`config.mk`:
```
export PLATFORM = sky130hd
export DESIGN_NAME = addsub_fu
export DESIGN_NICKNAME = d
export VERILOG_FILES = /design/src/rtl/addsub_fu_pkg.sv /design/src/rtl/addsub_lane.sv /design/src/rtl/addsub_fu.sv
export SDC_FILE = /design/constraint.sdc
export NUM_CORES = 1
export LEC_CHECK = 0
export CAP_MARGIN = 30
export CORE_MARGIN = 3
export CORE_UTILIZATION = 40
export CTS_BUF_LIST = sky130_fd_sc_hd__clkbuf_2
export DETAILED_ROUTE_END_ITERATION = 10
export PLACE_DENSITY = 0.6
export RECOVER_POWER = 25
export REMOVE_ABC_BUFFERS = 1
export SYNTH_ARGS = -nofsm -noshare
export SYNTH_HDL_FRONTEND = slang
export SYNTH_SLANG_ARGS = --single-unit
```
`constraint.sdc`:
```
create_clock -name clk -period 8.25 [get_ports clk]
set_clock_uncertainty 0.2 [all_clocks]
set_input_delay 1.65 -clock clk [delete_from_list [all_inputs] [get_ports clk]]
set_output_delay 1.65 -clock clk [all_outputs]
set_load 0.05 [all_outputs]
```
`src/rtl/addsub_fu_pkg.sv`:
```
// Shared types and constants for the fracturable add/subtract functional unit.
// Holds the FSM states, segment-mode encodings, config field positions and the segment-size lookup.
package addsub_fu_pkg;

    typedef enum logic [1:0] {
        IDLE    = 2'd0,
        EXEC    = 2'd1,
        RESOLVE = 2'd2,
        DONE    = 2'd3
    } state_e;

    localparam logic [1:0] MODE_1L  = 2'd0;
    localparam logic [1:0] MODE_2L  = 2'd1;
    localparam logic [1:0] MODE_4L  = 2'd2;
    localparam logic [1:0] MODE_ALL = 2'd3;

    localparam int CFG_MODE_LSB = 0;
    localparam int CFG_MODE_MSB = 1;
    localparam int CFG_SUB_BIT  = 2;
    localparam int CFG_SAT_BIT  = 3;
    localparam int CFG_DEST_LSB = 4;
    localparam int CFG_DEST_MSB = 7;

    // Lanes per segment; 0 flags a mode this lane count cannot build.
    function automatic int seg_lanes(input logic [1:0] mode, input int num_lanes);
        case (mode)
            MODE_1L:  return 1;
            MODE_2L:  return 2;
            MODE_4L:  return (num_lanes >= 8) ? 4 : 0;
            default:  return num_lanes;
        endcase
    endfunction

endpackage

```
`src/rtl/addsub_lane.sv`:
```
// One width-bit adder slice with carry-in; combinational, no handshake.
// Exposes the carry into the MSB so the parent can derive signed overflow.
module addsub_lane
    import addsub_fu_pkg::*;
#(
    parameter int width = 16
) (
    input  logic [width-1:0] a_i,
    input  logic [width-1:0] b_i,
    input  logic             cin_i,
    output logic [width-1:0] sum_o,
    output logic             cout_o,
    output logic             msb_cin_o
);

    logic [width:0] full;

    assign full      = {1'b0, a_i} + {1'b0, b_i} + {{width{1'b0}}, cin_i};
    assign sum_o     = full[width-1:0];
    assign cout_o    = full[width];
    assign msb_cin_o = a_i[width-1] ^ b_i[width-1] ^ sum_o[width-1];

endmodule

```
`src/rtl/addsub_fu.sv`:
```
// Fracturable, saturating add/subtract FU: lanes join into segments chosen by the config mode.
// Fixed 3-edge latency from the on_off sample to ack; ack holds until on_off drops, no retrigger.
module addsub_fu
    import addsub_fu_pkg::*;
#(
    parameter int width     = 16,
    parameter int num_lanes = 4,
    parameter int cfg_width = 16
) (
    input  logic                                clk,
    input  logic                                reset,
    input  logic                                on_off,
    input  logic [2*num_lanes-1:0][width-1:0]   inputs,
    input  logic [cfg_width-1:0]                config_in,
    output logic [num_lanes-1:0][width-1:0]     outputs,
    output logic [3:0]                          dest_info,
    output logic [num_lanes-1:0]                carry_out,
    output logic [num_lanes-1:0]                overflow,
    output logic                                cfg_err,
    output logic                                ack
);

    localparam logic [width-1:0] LANE_ONE = width'(1);

    state_e                             state_q;
    logic [num_lanes-1:0][width-1:0]    a_q, b_q;
    logic [1:0]                         mode_q;
    logic                               sub_q, sat_q;
    logic [3:0]                         dest_q;

    logic [num_lanes-1:0][width-1:0]    s1_sum_q;
    logic [num_lanes-1:0]               s1_c_q, s1_f_q, s1_x_q;

    logic [num_lanes-1:0][width-1:0]    outputs_q;
    logic [num_lanes-1:0]               carry_q, ovf_q;
    logic [3:0]                         dest_info_q;
    logic                               cfg_err_q, ack_q;

    logic [num_lanes-1:0][width-1:0]    lane_sum;
    logic [num_lanes-1:0]               lane_cout, lane_msbc, lane_f, lane_x;

    logic unused_cfg;
    assign unused_cfg = ^config_in[cfg_width-1:CFG_DEST_MSB+1];

    // Every lane starts with carry-in = sub; lane_f marks lanes whose carry-out
    // would flip if the real carry-in from the lane below differs from that guess.
    for (genvar g = 0; g < num_lanes; g++) begin : g_lane
        addsub_lane #(.width(width)) u_lane (
            .a_i       (a_q[g]),
            .b_i       (b_q[g] ^ {width{sub_q}}),
            .cin_i     (sub_q),
            .sum_o     (lane_sum[g]),
            .cout_o    (lane_cout[g]),
            .msb_cin_o (lane_msbc[g])
        );
        assign lane_f[g] = sub_q ? (lane_cout[g] && (lane_sum[g] == '0))
                                 : (lane_sum[g] == '1);
        assign lane_x[g] = lane_msbc[g] ^ lane_sum[g][width-1];
    end

    logic [num_lanes-1:0][width-1:0]    res_d;
    logic [num_lanes-1:0]               carry_d, ovf_d, raw_msb;
    logic                               cfg_err_d;
    logic                               c_in, c_out, ovl;
    logic [width-1:0]                   fix_sum;
    int                                 seg_n, mask, top;

    always_comb begin
        res_d     = '0;
        carry_d   = '0;
        ovf_d     = '0;
        raw_msb   = '0;
        cfg_err_d = 1'b0;
        c_in      = sub_q;
        c_out     = 1'b0;
        ovl       = 1'b0;
        fix_sum   = '0;
        top       = 0;
        seg_n     = seg_lanes(mode_q, num_lanes);
        mask      = (seg_n > 0) ? seg_n - 1 : 0;
        if (seg_n == 0) begin
            cfg_err_d = 1'b1;
        end else begin
            for (int k = 0; k < num_lanes; k++) begin
                if ((k & mask) == 0) begin
                    c_in = sub_q;
                end
                // Correct the stage-1 sum by the difference between the true and guessed carry-in.
                if (c_in == sub_q) begin
                    fix_sum = s1_sum_q[k];
                end else if (sub_q) begin
                    fix_sum = s1_sum_q[k] - LANE_ONE;
                end else begin
                    fix_sum = s1_sum_q[k] + LANE_ONE;
                end
                if (sub_q) begin
                    c_out = s1_c_q[k] & ~(s1_f_q[k] & ~c_in);
                end else begin
                    c_out = s1_c_q[k] | (s1_f_q[k] & c_in);
                end
                ovl        = s1_x_q[k] ^ fix_sum[width-1] ^ c_out;
                res_d[k]   = fix_sum;
                raw_msb[k] = fix_sum[width-1];
                if ((k & mask) == mask) begin
                    carry_d[k] = c_out;
                    ovf_d[k]   = ovl;
                end
                c_in = c_out;
            end
            if (sat_q) begin
                // A wrapped negative result means the true value was too positive, and vice versa.
                for (int k = 0; k < num_lanes; k++) begin
                    top = k | mask;
                    if (ovf_d[top]) begin
                        if (k == top) begin
                            res_d[k] = {~raw_msb[top], {(width-1){raw_msb[top]}}};
                        end else begin
                            res_d[k] = {width{raw_msb[top]}};
                        end
                    end
                end
            end
        end
    end

    always_ff @(posedge clk) begin
        if (!reset) begin
            state_q     <= IDLE;
            a_q         <= '0;
            b_q         <= '0;
            mode_q      <= MODE_1L;
            sub_q       <= 1'b0;
            sat_q       <= 1'b0;
            dest_q      <= '0;
            s1_sum_q    <= '0;
            s1_c_q      <= '0;
            s1_f_q      <= '0;
            s1_x_q      <= '0;
            outputs_q   <= '0;
            carry_q     <= '0;
            ovf_q       <= '0;
            dest_info_q <= '0;
            cfg_err_q   <= 1'b0;
            ack_q       <= 1'b0;
        end else begin
            case (state_q)
                IDLE: begin
                    if (on_off) begin
                        for (int k = 0; k < num_lanes; k++) begin
                            a_q[k] <= inputs[2*k];
                            b_q[k] <= inputs[2*k+1];
                        end
                        mode_q  <= config_in[CFG_MODE_MSB:CFG_MODE_LSB];
                        sub_q   <= config_in[CFG_SUB_BIT];
                        sat_q   <= config_in[CFG_SAT_BIT];
                        dest_q  <= config_in[CFG_DEST_MSB:CFG_DEST_LSB];
                        state_q <= EXEC;
                    end
                end
                EXEC: begin
                    s1_sum_q <= lane_sum;
                    s1_c_q   <= lane_cout;
                    s1_f_q   <= lane_f;
                    s1_x_q   <= lane_x;
                    state_q  <= RESOLVE;
                end
                RESOLVE: begin
                    outputs_q   <= res_d;
                    carry_q     <= carry_d;
                    ovf_q       <= ovf_d;
                    dest_info_q <= dest_q;
                    cfg_err_q   <= cfg_err_d;
                    ack_q       <= 1'b1;
                    state_q     <= DONE;
                end
                DONE: begin
                    if (!on_off) begin
                        ack_q   <= 1'b0;
                        state_q <= IDLE;
                    end
                end
                default: state_q <= IDLE;
            endcase
        end
    end

    assign outputs   = outputs_q;
    assign carry_out = carry_q;
    assign overflow  = ovf_q;
    assign dest_info = dest_info_q;
    assign cfg_err   = cfg_err_q;
    assign ack       = ack_q;

endmodule

```
Word level (Yosys, flattened, before mapping)
Index checks and enable logic that the tools add are counted.
{"block": "op_classes", "shift": 0, "n_bitwise": 52, "muxes": 85, "reduce_logical": 22, "div": 0, "n_lt_le_gt_ge": 5, "add_sub_neg": 17, "eq_ne": 15, "n_mul": 0}
{"cell": "16-bit two-way mux", "n": 20}
{"cell": "32-bit logical NOT", "n": 5}
{"cell": "32-bit by 4-bit < comparator with 1-bit output, second input constant", "n": 4}
{"cell": "64-bit two-way mux", "n": 2}
{"cell": "16-bit by 16-bit adder with 17-bit output", "n": 4}
{"cell": "17-bit by 1-bit adder with 17-bit output", "n": 4}
{"cell": "16-bit by 1-bit adder with 16-bit output, second input constant", "n": 4}
{"cell": "16-bit equality test, second input constant", "n": 4}
{"cell": "16-bit logical NOT", "n": 4}
{"cell": "16-bit by 1-bit subtractor with 16-bit output, second input constant", "n": 4}
{"cell": "16-bit XOR", "n": 4}
{"cell": "31-bit logical NOT", "n": 2}
{"cell": "1-bit two-way mux", "n": 53}
{"cell": "32-bit by 1-bit greater-than comparator with 1-bit output, second input constant", "n": 1}
{"cell": "32-bit two-way mux", "n": 1}
{"cell": "32-bit by 2-bit subtractor with 32-bit output, second input constant", "n": 1}
{"cell": "30-bit logical NOT", "n": 1}
{"cell": "1-bit XOR", "n": 20}
{"cell": "1-bit bitwise AND", "n": 12}
{"cell": "1-bit inverter", "n": 12}
{"cell": "3-bit one-hot mux with 3 select lines", "n": 1}
{"cell": "4-bit two-way mux", "n": 2}
{"cell": "2-bit one-hot mux with 4 select lines", "n": 1}
{"cell": "2-bit equality test, second input constant", "n": 3}
{"cell": "11 further kinds", "n": 27}
{"block": "word_totals", "reg_bits": 292, "ramBits": 0, "mem_bits_ro": 0, "memories": 0, "latchBits": 0}

Longest topological paths before layout
Gate-level depths: netlist (run 1).
{"block": "logic_depth", "ltp_word": 43, "depth_mapped": 17, "mapped_depth_nobuf": 12}

Hierarchy
From an unflattened synthesis (run 1), not the netlist that was laid out.
{"block": "unflattened", "hier_cells": 2033, "hier_area_um2": 17730.8}
{"module": "addsub_fu", "area_each_um2": 14551.5, "seq_area_each_um2": 5825.6, "n_inst": 1, "cells_per_inst": 1633}
{"module": "addsub_lane (g_lane[0].u_lane ...)", "area_each_um2": 792.0, "seq_area_each_um2": 0.0, "n_inst": 3, "cells_per_inst": 100}
{"module": "addsub_lane (g_lane[3].u_lane)", "area_each_um2": 803.3, "seq_area_each_um2": 0.0, "n_inst": 1, "cells_per_inst": 100}

Worst setup path after synthesis (run 1)
OpenSTA, ideal clock, no wires.
{"block": "synth_path", "path_type": "register to register", "startpoint": "reg sub_q", "endpoint": "reg s1_f_q[3]", "slack_ps": 2381, "arrival_ps": 5607, "setup_ps": 62, "path_stages_with_launch": 18, "cell_sequence": "dfxtp_1 > clkbuf_1 > buf_2 > clkbuf_1 > clkbuf_1 > buf_1 > xor2_1 > fa_1 > a21o_1 > a21oi_1 > o21ai_0 > a31oi_1 > o21bai_1 > a21oi_1 > xnor2_1 > or4_1 > or4b_2 > nand3_1"}
{"block": "synth_between", "elab_chain_len": 6}
{"item": "start, declared", "line_no": "addsub_fu.sv:28", "rtl": "logic sub_q, sat_q;"}
{"item": "start signal, assigned", "line_no": "addsub_fu.sv:154", "rtl": "sub_q <= config_in[CFG_SUB_BIT];"}
{"item": "16-bit XOR", "line_no": "addsub_fu.sv:50", "rtl": ".b_i (b_q[g] ^ {width{sub_q}}),"}
{"item": "16-bit by 16-bit adder with 17-bit output", "line_no": "addsub_lane.sv:18", "rtl": "assign full = {1'b0, a_i} + {1'b0, b_i} + {{width{1'b0}}, cin_i};"}
{"item": "17-bit by 1-bit adder with 17-bit output", "line_no": "addsub_lane.sv:18"}
{"item": "16-bit logical NOT", "line_no": "addsub_fu.sv:56", "rtl": "assign lane_f[g] = sub_q ? (lane_cout[g] && (lane_sum[g] == '0))"}
{"item": "1-bit logical AND", "line_no": "addsub_fu.sv:56"}
{"item": "1-bit two-way mux (*)", "line_no": "addsub_fu.sv:56"}
{"item": "end signal, assigned", "line_no": "addsub_fu.sv:163", "rtl": "s1_f_q <= lane_f;"}
{"item": "end, declared", "line_no": "addsub_fu.sv:32", "rtl": "logic [num_lanes-1:0] s1_c_q, s1_f_q, s1_x_q;"}
Every way passes the cells marked *; elsewhere a longest branch is shown, timed or not.
A chain may end at the register's enable or synchronous reset.

Final worst setup path (run 1)
Same ends and word-level chain as after synthesis.

==> results.md, run 1 <==
Die:
- From left edge to right edge, the die measures 209 um.
- After floorplanning, the core was divided into 73 placement rows.
- For this configuration, the core starts out at a cell density of 41.0%.
- The floorplan step defined a die boundary enclosing 43700 um2.
- The total area inside the core boundary comes to 40300 um2.
- The top-level port count is 225.
- The floorplan step set the die height to between 200 and 250 um.

STA:
- Setup violations remaining at the end of the flow were counted as 0.
- At the pin with the least slew margin, the transition time is 2420 ps.
- The total negative slack for setup checks is 0 ps.
- Timing would allow up to 0.160 GHz.
- The post-route fraction of the period consumed by the critical path is 75.8%.
- The number of pins exceeding their max-slew limit in the final report is 92.
- Setup repair after global routing left no endpoint under its margin.
- Final hold analysis gives a worst-case slack of 259 ps.
- The final hold violation count is 0.
- The remaining max-slew budget at the tightest pin is -61.5%.
- The worst path in the final design needs a cycle of 6260 ps, including I/O delays and setup.

Clock tree:
- In this run the deepest clock path goes through 3 buffers.
- The number of buffers created by CTS is 79.
- The H-tree was split into 3 levels.
- The clock input transition at the sequential cells of the worst setup and hold paths is 100 ps.
- The number of buffers added for setup after CTS is 0.
- The clock drives about 290 sinks.
- For the worst-skew pair, the clock arrives at the later sink with an insertion delay of 970 ps.
- The number of buffers added to fix hold violations after cts is 0.
- TritonCTS built the clock tree.
- In this run, post-CTS repair resized a total of 0 instances.
- The cell sitting at the root of the clock tree is a clkbuf_2.

Drt:
- After detailed routing, the number of remaining DRC violations is 0.
- The total detailed-routing wirelength is 45100 um.
- The number of nets with antenna violations after routing is 0.
- The first-pass iteration count of the detailed router is 5.
- The routed length per placed instance is 15.8 um.
- The detailed router's first-iteration violation count is 820.
- The ratio of routed vias to standard cells is roughly 5.3.
- The final route contains 15000 vias.

Setup path:
- Data on the critical path is required at its endpoint by a little under 9000 ps.
- The start-to-end type of the worst setup path is flip-flop to flip-flop.
- Of all nets on the critical path, the largest fanout is 50.
- The startpoint type of the worst setup path is a flip-flop.
- Together, buffers and inverters on the worst path number 1.
- The cell type group with the largest total delay on the critical path is buffers and inverters.
- The data arrival at the endpoint of the critical path is 6960 ps.
- The biggest cell delay along the critical path is 1780 ps.
- On the critical path, the stage with the largest delay is an instance of clkbuf_1.
- Among the stages of the critical path, the cell type that occurs most often is a21oi_1.
- Walking the worst path, the cells encountered are clkbuf_1 > xor2_1 > fa_1 > a21o_1 > a21oi_1 > o21ai_0 > a31oi_1 > o21bai_1 > a21oi_1 > xnor2_1 > or4_1 > or4b_2 > nand3_1.
- The category of the worst setup path capture point is a flip-flop.

Layout:
- The post-route core utilization is 49.2%.
- At the end of the flow, the number of nets in the layout was 2520.
- Leaving out fill and tap cells, the most frequent cell in the layout is nand2_1.
- The proportion of layout cells with a drive suffix above 1 is 7.77%.
- The layout overhead on the synthesized area is 20.0%.
- In the layout the commonest cells are nand2_1, dfxtp_1, a21oi_1.

Global routing:
- The final global-route overflow total is 0.
- The number of global-route vias before repair is 14600.
- The wire length of the first global-routing pass is 72800 um.
- The met2 capacity usage during global routing is between 30% and 40%.
- Global routing used around 20% of the available tracks across all layers.
- The number of antenna violations at the first check in global routing came to 5.
- For met1 alone, demand over resource in global routing was a little over a quarter.
- The met3 track demand over resource in global routing is 5.04%.
- The maximum number of pins on one net before global-route repair is 100.
- The busiest layer in global routing is met2.

Logic synthesis:
- The share of synthesized area in the top cell type comes to roughly a third.
- Synthesis handed over a netlist of a little over 2000 instances.
- For this run, the number of Yosys warnings is 0.
- Synthesis instantiated 71 different standard cells from the library.
- The commonest register cell after synthesis is dfxtp_1.
- The average size of a mapped cell is 8.03 um2.
- The synthesized design contains 0 enable-type register cells.
- In this run, synthesis produced a sequential element count of 291.
- The synthesized design spends more area on one cell type than any other, namely dfxtp_1.
- The register area share after synthesis is 35.3%.
- The cell area that synthesis handed to floorplanning was 16500 um2.
- The post-synthesis async set-or-reset flop share is 0%.
- In the post-synthesis netlist, the biggest area contributors are dfxtp_1, nand2_1, ha_1.

Power and ir drop:
- The leakage component of the power is 0.00842 uW.
- The worst-case vdd ir drop is 0.000161 V.
- Dividing total power by cell area gives a power density of ~290 nW/um2.

Placed design:
- The congestion estimate from routability-driven global placement came to 0.875.
- Detailed placement finished with a half-perimeter wire length of 32100 um.
- In this run the tool buffered the top-level ports with ~220 buffer cells.

Status:
- The run finished, with violations left.
- The final reports fail on capacitance limit, slew limit.

Flow run:
- The number of max-capacitance violations reported is 2.

Min path:
- The worst min-delay path category is flip-flop to flip-flop.
==> report_power, final <==
part           internal (uW)  leakage [uW]  total, uW  switching [uW]
clock network            418      0.000551       1030             611
logic                   1050       0.00550       2680            1630
registers               1690       0.00237       1950             257
==> logic make-up (layout without fill, tap and decap cells) <==
| kind of cell | count (synthesis) | after routing | synth area share, % |
|---|---|---|---|
| simple gates | 736 | 736 | 19.2 |
| compound gates | 556 | 556 | 21.1 |
| flops | 291 | 291 | 35.3 |
| xor+xnor | 156 | 156 | 8.32 |
| buf+inv | 143 | 403 | 3.36 |
| fa+ha+maj | 114 | 114 | 8.96 |
| mux | 61 | 61 | 3.75 |
| other cells | 0 | 7 | 0 |
==> registers in the layout, summed over array words and instances (netlist names) <==
signal	flops
sat_q	1
state_q	2
mode_q	2
s1_f_q	3
dest_info	4
a_q	64
s1_c_q	4
carry_out	4
dest_q	4
s1_sum_q	64
overflow	4
ack	1
s1_x_q	4
b_q	64
outputs	64
cfg_err	1
sub_q	1
==> metrics by stage <==
stage          setup slack (ps)  instance area [um2]  power, uW  cells
2_1_floorplan               317                16100       3940   1947
3_3_place_gp               3010                19000       4570   2698
3_5_place_dp               2900                19100       4650   2701
4_1_cts                    2830                19800       5710   2840
5_1_grt                    1500                19800       6160   2849
6_report                   1990                19800       5660   2849
==> layout make-up <==
type / instances / area [um2]
sequential: 291 / 5830
timing repair buffer: 231 / 2310
inverter: 33 / 125
clock buffer: 122 / 611
fill: 3998 / 20500
antenna: 7 / 17.5
clock inverter: 17 / 91.3
multi-input combinational: 1623 / 10200
tap: 525 / 657
==> path summary, 6_finish.rpt <==
check,start,to,slack (ps),depth (start not counted)
worst max-delay path,sub_q,s1_f_q[3],1990,13
worst min-delay path,dest_q[2],dest_q[2],260,2
worst max register to register,sub_q,s1_f_q[3],1990,13
worst min register to register,dest_q[2],dest_q[2],260,2
==> cells in the mapped netlist (5+ instances only) <==
| master | count |
|---|---|
| a211oi_1 | 22 |
| a21o_1 | 47 |
| a21oi_1 | 243 |
| a221o_1 | 31 |
| a31oi_1 | 18 |
| and2_1 | 7 |
| and3_1 | 6 |
| buf_1 | 17 |
| buf_2 | 5 |
| clkbuf_1 | 86 |
| dfxtp_1 | 291 |
| fa_1 | 7 |
| ha_1 | 107 |
| inv_1 | 33 |
| mux2_2 | 7 |
| mux2i_1 | 54 |
| nand2_1 | 407 |
| nand2b_1 | 10 |
| nand3_1 | 34 |
| nand4_1 | 15 |
| nor2_1 | 150 |
| nor2b_1 | 14 |
| nor3_1 | 40 |
| nor3b_1 | 5 |
| nor4_1 | 6 |
| o211ai_1 | 25 |
| o21a_1 | 19 |
| o21ai_0 | 85 |
| o21bai_1 | 13 |
| o221ai_1 | 5 |
| o31ai_1 | 5 |
| or2_2 | 13 |
| or3_1 | 5 |
| or4_1 | 5 |
| xnor2_1 | 52 |
| xor2_1 | 103 |
==> worst register-to-register path: stages (launching register included) <==
cell      delay (ps)
dfxtp_4          760
clkbuf_1        1780
xor2_1           330
fa_1             530
a21o_1           180
a21oi_1          250
o21ai_0          250
a31oi_1          310
o21bai_1          90
a21oi_1          180
xnor2_1          130
or4_1            470
or4b_2           640
nand3_1          100
==> layer usage <==
layer / vias up / part of all wire (%)
met2: 379 / 44
li1: 7660 / -
met5: - / 0.091
met3: 83 / 6.0
met4: 6 / 2.4
met1: 6892 / 47
Note: power is estimated with default switching activity, not from simulation.
==> inputs of run 2 (changes only) <==
Clock period 8.25 ns to 5.9 ns, I/O delays scaled along.
==> run 2 against run 1 <==
  * Via count shrank 0.21%
  * Final area grew 0.32%
  * Non-clock buffer count grew 6
  * Critical path type unchanged
  * The flow still finishes with violations (capacitance limit, slew limit)
  * Worst hold slack lost 0.68 ps
  * Combinational power grew 43%
  * Worst setup slack lost 1100 ps
  * Sequential share of layout area shrank 0.093 points
  * Highest routed layer unchanged
  * First-iteration DRC count grew 0.85%
  * Fmax grew 26%
==> results.md, run 2 (same netlist as run 1, synthesis figures left out) <==
Status:
- The run finished, with violations left.
- The checks that failed: capacitance limit, slew limit.

Die:
- The effective utilization at floorplan is 41.0%.
- The die is approximately 210 um wide.
- The height of the chip is 209 um.
- The number of placement rows is between 70 and 80.
- The core region is 40300 um2.
- The area of the die is 43700 um2.
- The top-level port count is 225.

Setup path:
- The critical path in this run is classified as flip-flop to flip-flop.
- Walking the worst path, the cells encountered are inv_1 > ha_4 > clkbuf_1 > nor2_1 > nand2_1 > o211ai_1.
- For the worst setup path, the data arrival time is 5610 ps.
- For the worst setup path, the data required time is approximately 6500 ps.
- The worst setup path is captured at a flip-flop.
- STA classifies the critical path startpoint as a flip-flop.
- The slowest stage of the critical path belongs to the cell clkbuf_1.
- For this run, the slowest stage of the critical path takes 2890 ps.
- The highest net fanout along the worst path is 66.

STA:
- The slew at the pin closest to its max-slew limit is 4080 ps.
- The smallest clock period supported by the final layout is computed as 4980 ps.
- The total negative slack for setup checks is 0 ps.
- The final hold violation count was 0.
- The maximum frequency from static timing analysis is 0.201 GHz.
- Setup repair after global routing left no endpoint under its margin.
- The number of pins exceeding their max-slew limit in the final report is ~180.
- Measured against its own limit, the worst slew margin works out to -172%.
- The number of endpoints failing setup at the final stage is 0.
- After layout, the worst path uses 84.4% of the clock period.

Power and ir drop:
- The worst-case IR drop observed on VDD is 0.000218 V.
- In this run the static leakage power is 0.00847 uW.
- The areal power density over the cells is 406 nW/um2.

Global routing:
- The number of global-route vias before repair was 14800.
- After global routing the overflow that remains totals 0.
- The number of antenna violations at the first check in global routing came to 2.
- The maximum number of pins on one net before global-route repair is 98.
- The combined global-route utilization of all metal layers is 20.3%.
- The first global-routing pass estimated about 74000 um of wire.

Clock tree:
- After clock tree synthesis, the flow added hold-fix buffers numbering 0.
- The clock tree synthesis step divided the H-tree into 3 levels.
- The clock input transition at the sequential cells of the worst setup and hold paths is 90 ps.
- The cell at the root of the clock tree is clkbuf_2.
- The worst-case clock buffer depth is 3.
- The source-to-sink clock delay at the later pin of the worst-skew pair is about 960 ps.
- Counting the buffers created by CTS gives 82.
- The TritonCTS clock tree is built.
- The TritonCTS sink count is a little under 300.
- The quantity of gates resized following cts is 0.
- The number of buffers added for setup after CTS is 0.

Placed design:
- Routability-driven placement finished with a final weighted congestion of 0.867.
- The placed instances occupy a cell area of 19100 um2.
- The count of buffers inserted at the top-level ports is 216.
- Including well taps, the total number of placed cells is 2707.
- The half-perimeter wire length after placement is approximately 32000 um.

Drt:
- Summing over every cut layer, the via total after detailed routing is 15000.
- The routed length per placed instance is 15.8 um.
- The count of unresolved DRC violations after routing is 0.
- The first-pass iteration count of the detailed router is 5.
- The count of nets left with antenna violations once routing finished came out at 0.
- For this block, the initial DRC count from the detailed router was a little over 800.
- In the routed layout, each cell is associated on average with a via count of 5.25.
- The total detailed-routing wirelength is 45100 um.

Min path:
- The path class of the tightest hold or removal check is flip-flop to flip-flop.

Layout:
- The non-filler instance count after layout is 2854.
- The number of filler cells placed in the layout is between 3000 and 4000.
- The proportion of layout cells with a drive suffix above 1 is 8.20%.
- The most common library cell in the layout ignoring fill and taps is nand2_1.
- The area of all placed cells without fillers is slightly below 20000 um2.
- In the final design database the tool counted 2529 nets.
- The library cells used most frequently in the layout, excluding fill and tap cells, are nand2_1, dfxtp_1, a21oi_1.
- At the end of the flow the core is filled with cells to 49.3%.
- The layout overhead on the synthesized area is 20.3%.

Flow run:
- Across the run, the number of max-cap violations was 3.
## run 2: cell types whose count changed in the layout (fill, tap and decap cells not counted), moves of 2 or more
cell	delta
clkinv_2	+2
buf_4	+4
diode_2	-6
clkbuf_2	+2
inv_2	+3
buf_12	+2
## run 2: through the flow
stage / total power, uW / hold WS, ps / setup WS, ps
floorplan: 5510 / 236 / -1560
global placement: 6450 / 241 / 1230
detailed placement: 6560 / 248 / 1110
CTS: 8120 / 264 / 1090
global route: 8770 / 278 / 506
finish: 8070 / 258 / 921
## run 2: layer usage
metal,vias to the layer above,GRT usage [%],share of wire (%)
met3,74,4.64,5.4
met4,2,7.18,2.4
met2,361,31.9,44
met5,-,0,0.024
li1,7689,-,-
met1,6863,27.3,48
## run 2: power breakdown
group / switching (uW) / leakage (uW) / total [uW] / internal, uW
sequential: 368 / 0.00237 / 2730 / 2360
combinational: 2290 / 0.00552 / 3820 / 1530
clock: 879 / 0.000584 / 1510 / 636
## run 2: final timing paths
check	to	depth (start not counted)	from	slack [ps]
worst max-delay path	s1_f_q[2]	6	state_q[1]	920
worst min-delay path	dest_q[3]	2	dest_q[3]	260
worst max register to register	s1_f_q[2]	6	state_q[1]	920
worst min register to register	dest_q[3]	2	dest_q[3]	260
## run 2: cell type report
class / instances / area [um2] / share of cell area [%]
Multi-Input combinational cell: 1623 / 10200 / 51.2
Sequential cell: 291 / 5830 / 29.3
Timing Repair Buffer: 237 / 2340 / 11.8
Tap cell: 525 / 657 / 3.31
Clock buffer: 122 / 611 / 3.07
Clock inverter: 22 / 139 / 0.699
Inverter: 33 / 125 / 0.630
Antenna cell: 1 / 2.50 / 0.0126
## run 2: critical path: cells and delay by family (launching register included)
kind            cells  cell delay (ps)
buf+inv             2             3040
simple gates        2              830
flops               1              340
fa+ha+maj           1              300
compound gates      1              100
==> inputs of run 3 (changes only) <==
Clock period 5.9 ns to 5.1 ns, I/O delays scaled along.
==> run 3 against run 2 <==
  * The flow still finishes with violations (capacitance limit, slew limit)
  * Sequential power rose by 16%
  * Die area did not move
  * Cell count fell by 0.11%
  * Total power rose by 14%
==> results.md, run 3 (same netlist as run 1, synthesis figures left out) <==
Status:
- The run finished, with violations left.
- The final reports fail on capacitance limit, slew limit.

Layout:
- The library cells used most frequently in the layout, excluding fill and tap cells, are nand2_1, dfxtp_1, a21oi_1.
- The area of all placed cells without fillers is 19900 um2.
- The combined area of the multi-input logic cells is between 10000 and 15000 um2.
- The proportion of layout cells with a drive suffix above 1 is 7.96%.
- The finished layout holds approximately 2900 standard cells, fillers aside.
- The net count of the finished layout is 2534.
- The sequential standard cell area is a little under 6000 um2.
- The layout overhead on the synthesized area is 20.3%.
- The number of filler cells placed in the layout is 4051.
- Leaving out fill and tap cells, the most frequent cell in the layout is nand2_1.

Setup path:
- The startpoint type of the worst setup path is an input pin.
- Of all nets on the critical path, the largest fanout is 39.
- STA classifies the critical path endpoint as a flip-flop.
- The data arrival at the endpoint of the critical path is 5440 ps.
- For the worst setup path, the data required time is 5770 ps.
- The number of cells on the worst reg-to-reg path is 11.
- The worst setup path is of the input pin to flip-flop kind.

Clock tree:
- The number of buffers created by CTS is 80.
- After clock tree synthesis, the flow added hold-fix buffers numbering 0.
- Clock-pin slew was measured on the worst setup and hold paths at approximately 90 ps.
- The cell at the root of the clock tree is clkbuf_2.
- The number of buffers added for setup after CTS is 0.
- The deepest level of the CTS H-tree is 3.
- No sink is reached through more buffers than the 3 on the longest clock path.
- TritonCTS built the clock tree.
- Clock latency on the worst-skew pair, taken at its later pin, is around 950 ps.
- Gates resized during post-CTS repair numbered 0.
- The tree built by TritonCTS fans out to 291 sinks.

STA:
- The final hold violation count is 0.
- The final period demand of the worst path is between 4000 and 5000 ps.
- The number of endpoints failing setup at the final stage is 0.
- The number of pins exceeding their max-slew limit in the final report is around 110.
- Of the available clock period, the critical path in the final layout requires 93.5%.
- Setup repair after global routing left no endpoint under its margin.
- Hold timing on the final database bottoms out at a slack of 255 ps.
- Derived from the worst setup path, the maximum achievable clock frequency is 0.210 GHz.
- The slew at the pin closest to its max-slew limit is 3740 ps.
- The remaining max-slew budget at the tightest pin is -150%.

Die:
- The height of the chip is roughly 210 um.
- The total area inside the core boundary comes to a little over 40000 um2.
- The floorplan die width is 209 um.
- The initialized floorplan defines 73 standard-cell rows.
- The top-level port count is 225.
- The die covers 43700 um2.
- The initial utilization of the core area, before any placement, comes to 41.0%.

Power and ir drop:
- The worst-case vdd ir drop is 0.000244 V.
- For this design the ratio of total power to cell area is about 460 nW/um2.
- The leakage component of the power is 0.00846 uW.

Global routing:
- The number of global-route vias before repair was 14700.
- The number of antenna violations at the first check in global routing is 2.
- The wire length of the first global-routing pass is ~74000 um.
- Global routing used 20.2% of the available tracks.
- The final global-route overflow total is 0.
- The maximum number of pins on one net before global-route repair is 191.

Placed design:
- The count of buffers inserted at the top-level ports is 216.
- The total placed cells including tap cells is around 2700.
- The standard cell area after detailed placement is around 19000 um2.
- Routability-driven placement finished with a final weighted congestion of between 0.9 and 1.
- After legalization and detailed placement, the total HPWL measured 32600 um.

Drt:
- Dividing the detail-routed via count by the number of cells gives 5.28.
- The number of nets with antenna violations after routing is 0.
- The detailed router's first-iteration violation count is 799.
- The via count is 15100.
- The total detailed-routing wirelength is 45500 um.
- After detailed routing, the average wire length per cell comes to approximately 16 um.
- The first-pass iteration count of the detailed router is 5.
- The count of unresolved DRC violations after routing is 0.

Min path:
- The worst hold path passes through 2 cells.
- The min-delay analysis places its worst path in the category flip-flop to flip-flop.

Flow run:
- Across the run, the number of max-cap violations was 2.
run 3: worst paths after layout:
check	from	end	slack [ps]
min	dest_q[0]	dest_q[0]	260
max reg2reg	sub_q	outputs[1]	400
min reg2reg	dest_q[0]	dest_q[0]	260
max	reset	s1_f_q[1]	330
run 3: routing by layer:
layer  part of all wire (%)  up-vias  track usage, %
met5                  0.020        -               0
met4                    1.5        2            5.91
met3                    5.8       48            4.47
met2                     44      370            31.9
met1                     48     6961            27.7
li1                       -     7685               -
run 3: stage by stage:
step / setup TNS (ps) / total power (uW) / util, % / worst slack (ps)
after floorplan: -180180 / 6380 / - / -2200
final: 0 / 9190 / 49.3 / 332
after detailed placement: 0 / 7610 / 47.7 / 436
after CTS: 0 / 9240 / 49.3 / 419
after global routing: 0 / 9970 / 49.3 / 26.3
after global placement: 0 / 7470 / 47.6 / 552
run 3: report_power, final:
| part | internal (uW) | switching [uW] |
|---|---|---|
| clock network | 593 | 983 |
| logic | 1780 | 2670 |
| registers | 2730 | 424 |
| total | 5110 | 4080 |
run 3: area by class of cell:
| class | count | share of cell area, % |
|---|---|---|
| multi-input combinational | 1623 | 51.1 |
| inverter | 33 | 0.630 |
| sequential | 291 | 29.3 |
| timing repair buffer | 244 | 12.3 |
| clock inverter | 19 | 0.359 |
| clock buffer | 115 | 2.90 |
| antenna | 1 | 0.0126 |
| tap | 525 | 3.31 |
run 3: critical path: stages:
cell and delay, ps:
clkdlybuf4s50_1 560, buf_4 300, clkinvlp_2 1260, or3_1 1010
nor3_1 240, nand3_1 100, nor2_1 130, nand4_1 130
nor3_1 150, and4_1 250, a21oi_1 100, o21ai_0 170
